`src/rtl/wdt_pkg.sv`:
```
// wdt_pkg: shared state encoding and defaults for the watchdog escalation controller.
package wdt_pkg;
  typedef enum logic [1:0] {IDLE = 2'd0, PEND = 2'd1, RSTOUT = 2'd2} wdt_esc_state_e;
  localparam int WDT_GRACE_DEFAULT = 1024;
  localparam int WDT_RST_PULSE_DEFAULT = 16;
  localparam int WDT_STAT_W = 8;
endpackage

```
`src/rtl/wdt_escalation_ctrl_if.sv`:
```
// wdt_escalation_ctrl_if: timeout input, acknowledge and status outputs of the escalation controller.
interface wdt_escalation_ctrl_if;
  import wdt_pkg::*;
  logic wto;
  logic irq_clr;
  logic irq;
  logic sys_rst_req;
  logic busy;
  logic [WDT_STAT_W-1:0] timeout_cnt;
  logic [WDT_STAT_W-1:0] rst_cnt;
  modport master (output wto, irq_clr, input irq, sys_rst_req, busy, timeout_cnt, rst_cnt);
  modport slave (input wto, irq_clr, output irq, sys_rst_req, busy, timeout_cnt, rst_cnt);
endinterface

```
`src/rtl/wdt_escalation_ctrl.sv`:
```
// wdt_escalation_ctrl: watchdog timeout -> irq -> reset-request escalation.
// Escalation (grace/pulse counters, RSTOUT) is compiled only with WDT_ESCALATION_EN.
module wdt_escalation_ctrl
  import wdt_pkg::*;
#(
  parameter int GRACE_CYCLES = WDT_GRACE_DEFAULT,
  parameter int RST_PULSE_CYCLES = WDT_RST_PULSE_DEFAULT
) (
  input logic clk,
  input logic rst,
  wdt_escalation_ctrl_if.slave bus
);
  wdt_esc_state_e state, state_n;
  logic wto_q;
  logic wto_rise;
  logic [WDT_STAT_W-1:0] timeout_cnt;
  if (GRACE_CYCLES < 1 || RST_PULSE_CYCLES < 1) begin : g_bad_cfg
    $error("GRACE_CYCLES and RST_PULSE_CYCLES must be >= 1");
  end
  assign wto_rise = bus.wto & ~wto_q;
  assign bus.irq = state != IDLE;
  assign bus.busy = state != IDLE;
  assign bus.timeout_cnt = timeout_cnt;
  always_ff @(posedge clk or negedge rst)
    if (!rst) begin
      state <= IDLE;
      wto_q <= 1'b0;
      timeout_cnt <= '0;
    end else begin
      state <= state_n;
      wto_q <= bus.wto;
      timeout_cnt <= (wto_rise && timeout_cnt != '1) ? timeout_cnt + 1'b1 : timeout_cnt;
    end
`ifdef WDT_ESCALATION_EN
  localparam int GW = $clog2(GRACE_CYCLES + 1);
  localparam int PW = $clog2(RST_PULSE_CYCLES + 1);
  logic [GW-1:0] grace_cnt;
  logic [PW-1:0] pulse_cnt;
  logic [WDT_STAT_W-1:0] rst_cnt;
  logic grace_done, pulse_done;
  assign grace_done = grace_cnt == GW'(GRACE_CYCLES - 1);
  assign pulse_done = pulse_cnt == PW'(RST_PULSE_CYCLES - 1);
  assign bus.sys_rst_req = state == RSTOUT;
  assign bus.rst_cnt = rst_cnt;
  always_comb begin
    state_n = state;
    state_n = state == IDLE ? (wto_rise ? PEND : IDLE) :
              state == PEND ? (bus.irq_clr ? IDLE : grace_done ? RSTOUT : PEND) :
              (pulse_done ? IDLE : RSTOUT);
  end
  // Counters clear outside their state so each entry starts from zero; they stop advancing on exit.
  always_ff @(posedge clk or negedge rst)
    if (!rst) begin
      grace_cnt <= '0;
      pulse_cnt <= '0;
      rst_cnt <= '0;
    end else begin
      grace_cnt <= state == PEND ? grace_cnt + 1'b1 : '0;
      pulse_cnt <= state == RSTOUT ? pulse_cnt + 1'b1 : '0;
      rst_cnt <= (state == PEND && state_n == RSTOUT && rst_cnt != '1) ? rst_cnt + 1'b1 : rst_cnt;
    end
`else
  assign bus.sys_rst_req = 1'b0;
  assign bus.rst_cnt = '0;
  always_comb begin
    state_n = state;
    state_n = state == IDLE ? (wto_rise ? PEND : IDLE) :
              state == PEND ? (bus.irq_clr ? IDLE : PEND) : IDLE;
  end
`endif
endmodule

```
`src/flat_wrapper.sv`:
```
// flat-port wrapper written by rule: the top's interface ports become plain ports
module wdt_escalation_ctrl_flat import wdt_pkg::*;
#(
  parameter int GRACE_CYCLES = WDT_GRACE_DEFAULT,
  parameter int RST_PULSE_CYCLES = WDT_RST_PULSE_DEFAULT
)
  (clk, rst, bus_wto, bus_irq_clr, bus_irq, bus_sys_rst_req, bus_busy, bus_timeout_cnt, bus_rst_cnt);
  wdt_escalation_ctrl_if bus_i ();
  input logic clk;
  input logic rst;
  input wire logic [$bits(bus_i.wto)-1:0] bus_wto;
  input wire logic [$bits(bus_i.irq_clr)-1:0] bus_irq_clr;
  output wire logic [$bits(bus_i.irq)-1:0] bus_irq;
  output wire logic [$bits(bus_i.sys_rst_req)-1:0] bus_sys_rst_req;
  output wire logic [$bits(bus_i.busy)-1:0] bus_busy;
  output wire logic [$bits(bus_i.timeout_cnt)-1:0] bus_timeout_cnt;
  output wire logic [$bits(bus_i.rst_cnt)-1:0] bus_rst_cnt;
  assign bus_i.wto = bus_wto;
  assign bus_i.irq_clr = bus_irq_clr;
  assign bus_irq = bus_i.irq;
  assign bus_sys_rst_req = bus_i.sys_rst_req;
  assign bus_busy = bus_i.busy;
  assign bus_timeout_cnt = bus_i.timeout_cnt;
  assign bus_rst_cnt = bus_i.rst_cnt;
  wdt_escalation_ctrl #(.GRACE_CYCLES(GRACE_CYCLES), .RST_PULSE_CYCLES(RST_PULSE_CYCLES)) u_core (.clk(clk), .rst(rst), .bus(bus_i));
endmodule
```
`config.mk`:
```
export PLATFORM = sky130hd
export DESIGN_NAME = wdt_escalation_ctrl_flat
export DESIGN_NICKNAME = d
export VERILOG_FILES = /design/src/rtl/wdt_pkg.sv /design/src/rtl/wdt_escalation_ctrl_if.sv /design/src/rtl/wdt_escalation_ctrl.sv /design/src/flat_wrapper.sv
export SDC_FILE = /design/constraint.sdc
export NUM_CORES = 1
export LEC_CHECK = 0
export CORE_AREA = 4 4 41 43
export DETAILED_ROUTE_END_ITERATION = 6
export DIE_AREA = 0 0 45 47
export GPL_ROUTABILITY_DRIVEN = 0
export HOLD_SLACK_MARGIN = 0.02
export PLACE_DENSITY_LB_ADDON = 0.08
export SETUP_SLACK_MARGIN = 0.2
export SLEW_MARGIN = 20
export SYNTH_ARGS = -nofsm -noshare
export SYNTH_HDL_FRONTEND = slang
export SYNTH_SLANG_ARGS = --single-unit
```
`constraint.sdc`:
```
create_clock -name clk -period 4.3 [get_ports clk]
set_input_delay 0.86 -clock clk [delete_from_list [all_inputs] [get_ports clk]]
set_output_delay 0.86 -clock clk [all_outputs]
set_load 0.02 [all_outputs]
```
==> flow_metrics.tcl <==
set metrics [dict create \
    antenna_found_initial 0 \
    gr-usage-all-layers 0.115 \
    final_nets 70 \
    dr_total_vias 392 \
    critical_path.max_stage_delay_ns 0.64 \
    port_buffers 13 \
    r2r_start "u_core.bus.timeout_cnt[0]" \
    synth-compound-area-share 0.0600 \
    hold_viol 0 \
    cp_data_required_time_ns 3.44 \
    cp_cell_sequence "clkdlybuf4s50_1" \
    critPathArrivalTime_ns 1.37 \
    whs_ns 0.495 \
    io_pins 23 \
    synth_top_area_share 0.462 \
    cts_tree "built" \
    finalCriticalPeriod_ns 2.23 \
    cts_root_buffer "clkbuf_4" \
    die-area_um2 2120 \
    cts_htree_levels 1 \
    syn_inst 49 \
    synth.area.top_cells "dfrtp_1, buf_4, mux2_1" \
    start_util 0.416 \
    path_clk_slew_ns 0.07 \
    syn_area_um2 542 \
    critPathKind "reg -> out" \
    design.core.area_um2 1300 \
    clockBufferDepth 2 \
    power.density_nw_per_um2 601 \
    multi_input_area_um2 243 \
    start_kind "flop" \
    die_y_um 47 \
    yosys_register_bits 10 \
    critPathLaunch "u_core.bus.timeout_cnt[5]" \
    critPathCaptureType "primary output" \
    irDropWorstVdd_uv 328 \
    yosysSeqAreaShare 0.462 \
    area_delta_synth_final_pct 25.9 \
    fin_tns_setup_ns 0 \
    register_area_um2 250 \
    critPathMaxFanout 6 \
    use_met1 0.146 \
    critPathSlowestCell "clkdlybuf4s50_1" \
    min_path_type "reg -> reg" \
    grt-busiest-layer "met2" \
    hp-start "u_core.state[0]" \
    use_met2 0.172 \
    drt.antenna.violating_nets 0 \
    critPathTopFamily "buffers and inverters" \
    antenna_cells 0 \
    synth_top_area_cell "dfrtp_1" \
    syn_avg_cell_area_um2 11.1 \
    synthMuxAreaShare 0.102 \
    dp_cells 75 \
    grt_use_met3 0.0230 \
    outcome "complete, no violations" \
    period_share 0.518 \
    viasPerCell 4.96 \
    timing.fmax_mhz 449 \
    synth_xor_area_frac 0.0485 \
    synth_top_family_by_area "simple AND/OR/NAND/NOR gates" \
    cp.depth 1 \
    grt_pass1_wl_mm 1.67 \
    rows 13 \
    min_path_cells 1 \
    synth-simple-area-share 0.152 \
    finClkSkew_ns 0.00548 \
    drc 0 \
    wl_per_cell_um 12.7 \
    final_max_slew_viol_count 0 \
    fin_cells 79 \
    first_global_vias 390 \
    holdBufCountCts 0 \
    dp.final_hpwl_um 744 \
    drt-pass1-iter-count 4 \
    post_cts.repair.setup_buffers 0 \
    grt_max_degree 11 \
    die_w_um 45 \
    drt_iter0_drc 6 \
    globalRouteOverflowTotal 0 \
    setup_viol 0 \
    rr_worst_depth 4 \
    synthDistinctLibCells 21 \
    cts.sinks 10 \
    max-cap-violations 0 \
    rsz0062_at_grt "false" \
    worstSkewPairLatency_ns 0.27 \
    drt_wl_total_mm 1.00 \
    fillers 129 \
    drive_gt1_frac 0.0938 \
    cts.repair.resized 0 \
    cp_num_buf_inv 1 \
    numCtsBuffers 3 \
    yosysWarnings 0 \
    synth_adder_area_share 0.0231 \
    leakagePower_nw 0.300 \
]
-- cells in the mapped netlist --
master and number:
xnor2_1 3, o211ai_1 1, inv_1 1, o21ai_2 1, nand3_1 2, conb_1 1
mux2_2 1, mux2_1 3, nand4_1 5, mux2i_1 1, and3_1 1, nand2b_1 1
and4b_1 1, a21oi_1 1, and2b_1 1, nand2_1 2, buf_4 10, o2111a_1 1
ha_1 1, nor2_1 1, dfrtp_1 10
-- path summary, 6_finish.rpt --
kind	to	slack, ns
max	bus_timeout_cnt[5]	2.07
min	u_core.state[0]	0.49
max reg2reg	u_core.bus.timeout_cnt[1]	2.68
min reg2reg	u_core.state[0]	0.49
max in group asynchronous	u_core.wto_q	3.06
min in group asynchronous	u_core.state[0]	0.91
-- cell type report --
| type | count | area share |
|---|---|---|
| sequential | 10 | 0.367 |
| multi-input combinational | 36 | 0.356 |
| timing repair buffer | 13 | 0.191 |
| clock buffer | 4 | 0.0532 |
| tap | 15 | 0.0275 |
| inverter | 1 | 0.00550 |
-- stage by stage --
step	instance area, um^2	utilization	total power, mW	worst slack [ns]
5_1_grt	682	0.524	0.438	2.01
6_report	682	0.524	0.410	2.07
4_1_cts	682	0.524	0.414	2.06
3_5_place_dp	646	0.496	0.328	2.09
3_3_place_gp	646	0.496	0.325	2.13
2_1_floorplan	572	-	0.255	2.69
-- cells by family after synthesis --
logic type	after synthesis
other cells	1
mux	5
simple gates	14
xor+xnor	3
compound gates	4
fa+ha+maj	1
flops	10
buf+inv	11
-- registers in the layout (all words and copies together), names as in the netlist --
name                    cells
u_core.bus.timeout_cnt      8
u_core.state                1
u_core.wto_q                1
-- per-layer routing --
metal | part of all wire | routed length, um
met1 | 0.45 | 452
met5 | 0 | 0
met2 | 0.43 | 430
met4 | 0.030 | 30
met3 | 0.089 | 89
-- power breakdown --
group	total (mW)	switching, mW	internal, mW
logic	0.162	0.0822	0.0801
registers	0.162	0.0387	0.123
clock network	0.0856	0.0342	0.0514
-- placed cells by master, fill, tap and decap left out, types with 2 or more instances in the layout --
| cell type | synthesis | layout |
|---|---|---|
| nand3_1 | 2 | 2 |
| clkbuf_4 | 0 | 3 |
| conb_1 | 1 | 9 |
| clkdlybuf4s50_1 | 0 | 13 |
| nand4_1 | 5 | 5 |
| dfrtp_1 | 10 | 10 |
| mux2_1 | 3 | 3 |
| xnor2_1 | 3 | 3 |
| nand2_1 | 2 | 2 |
(Power assumes the default switching activity.)
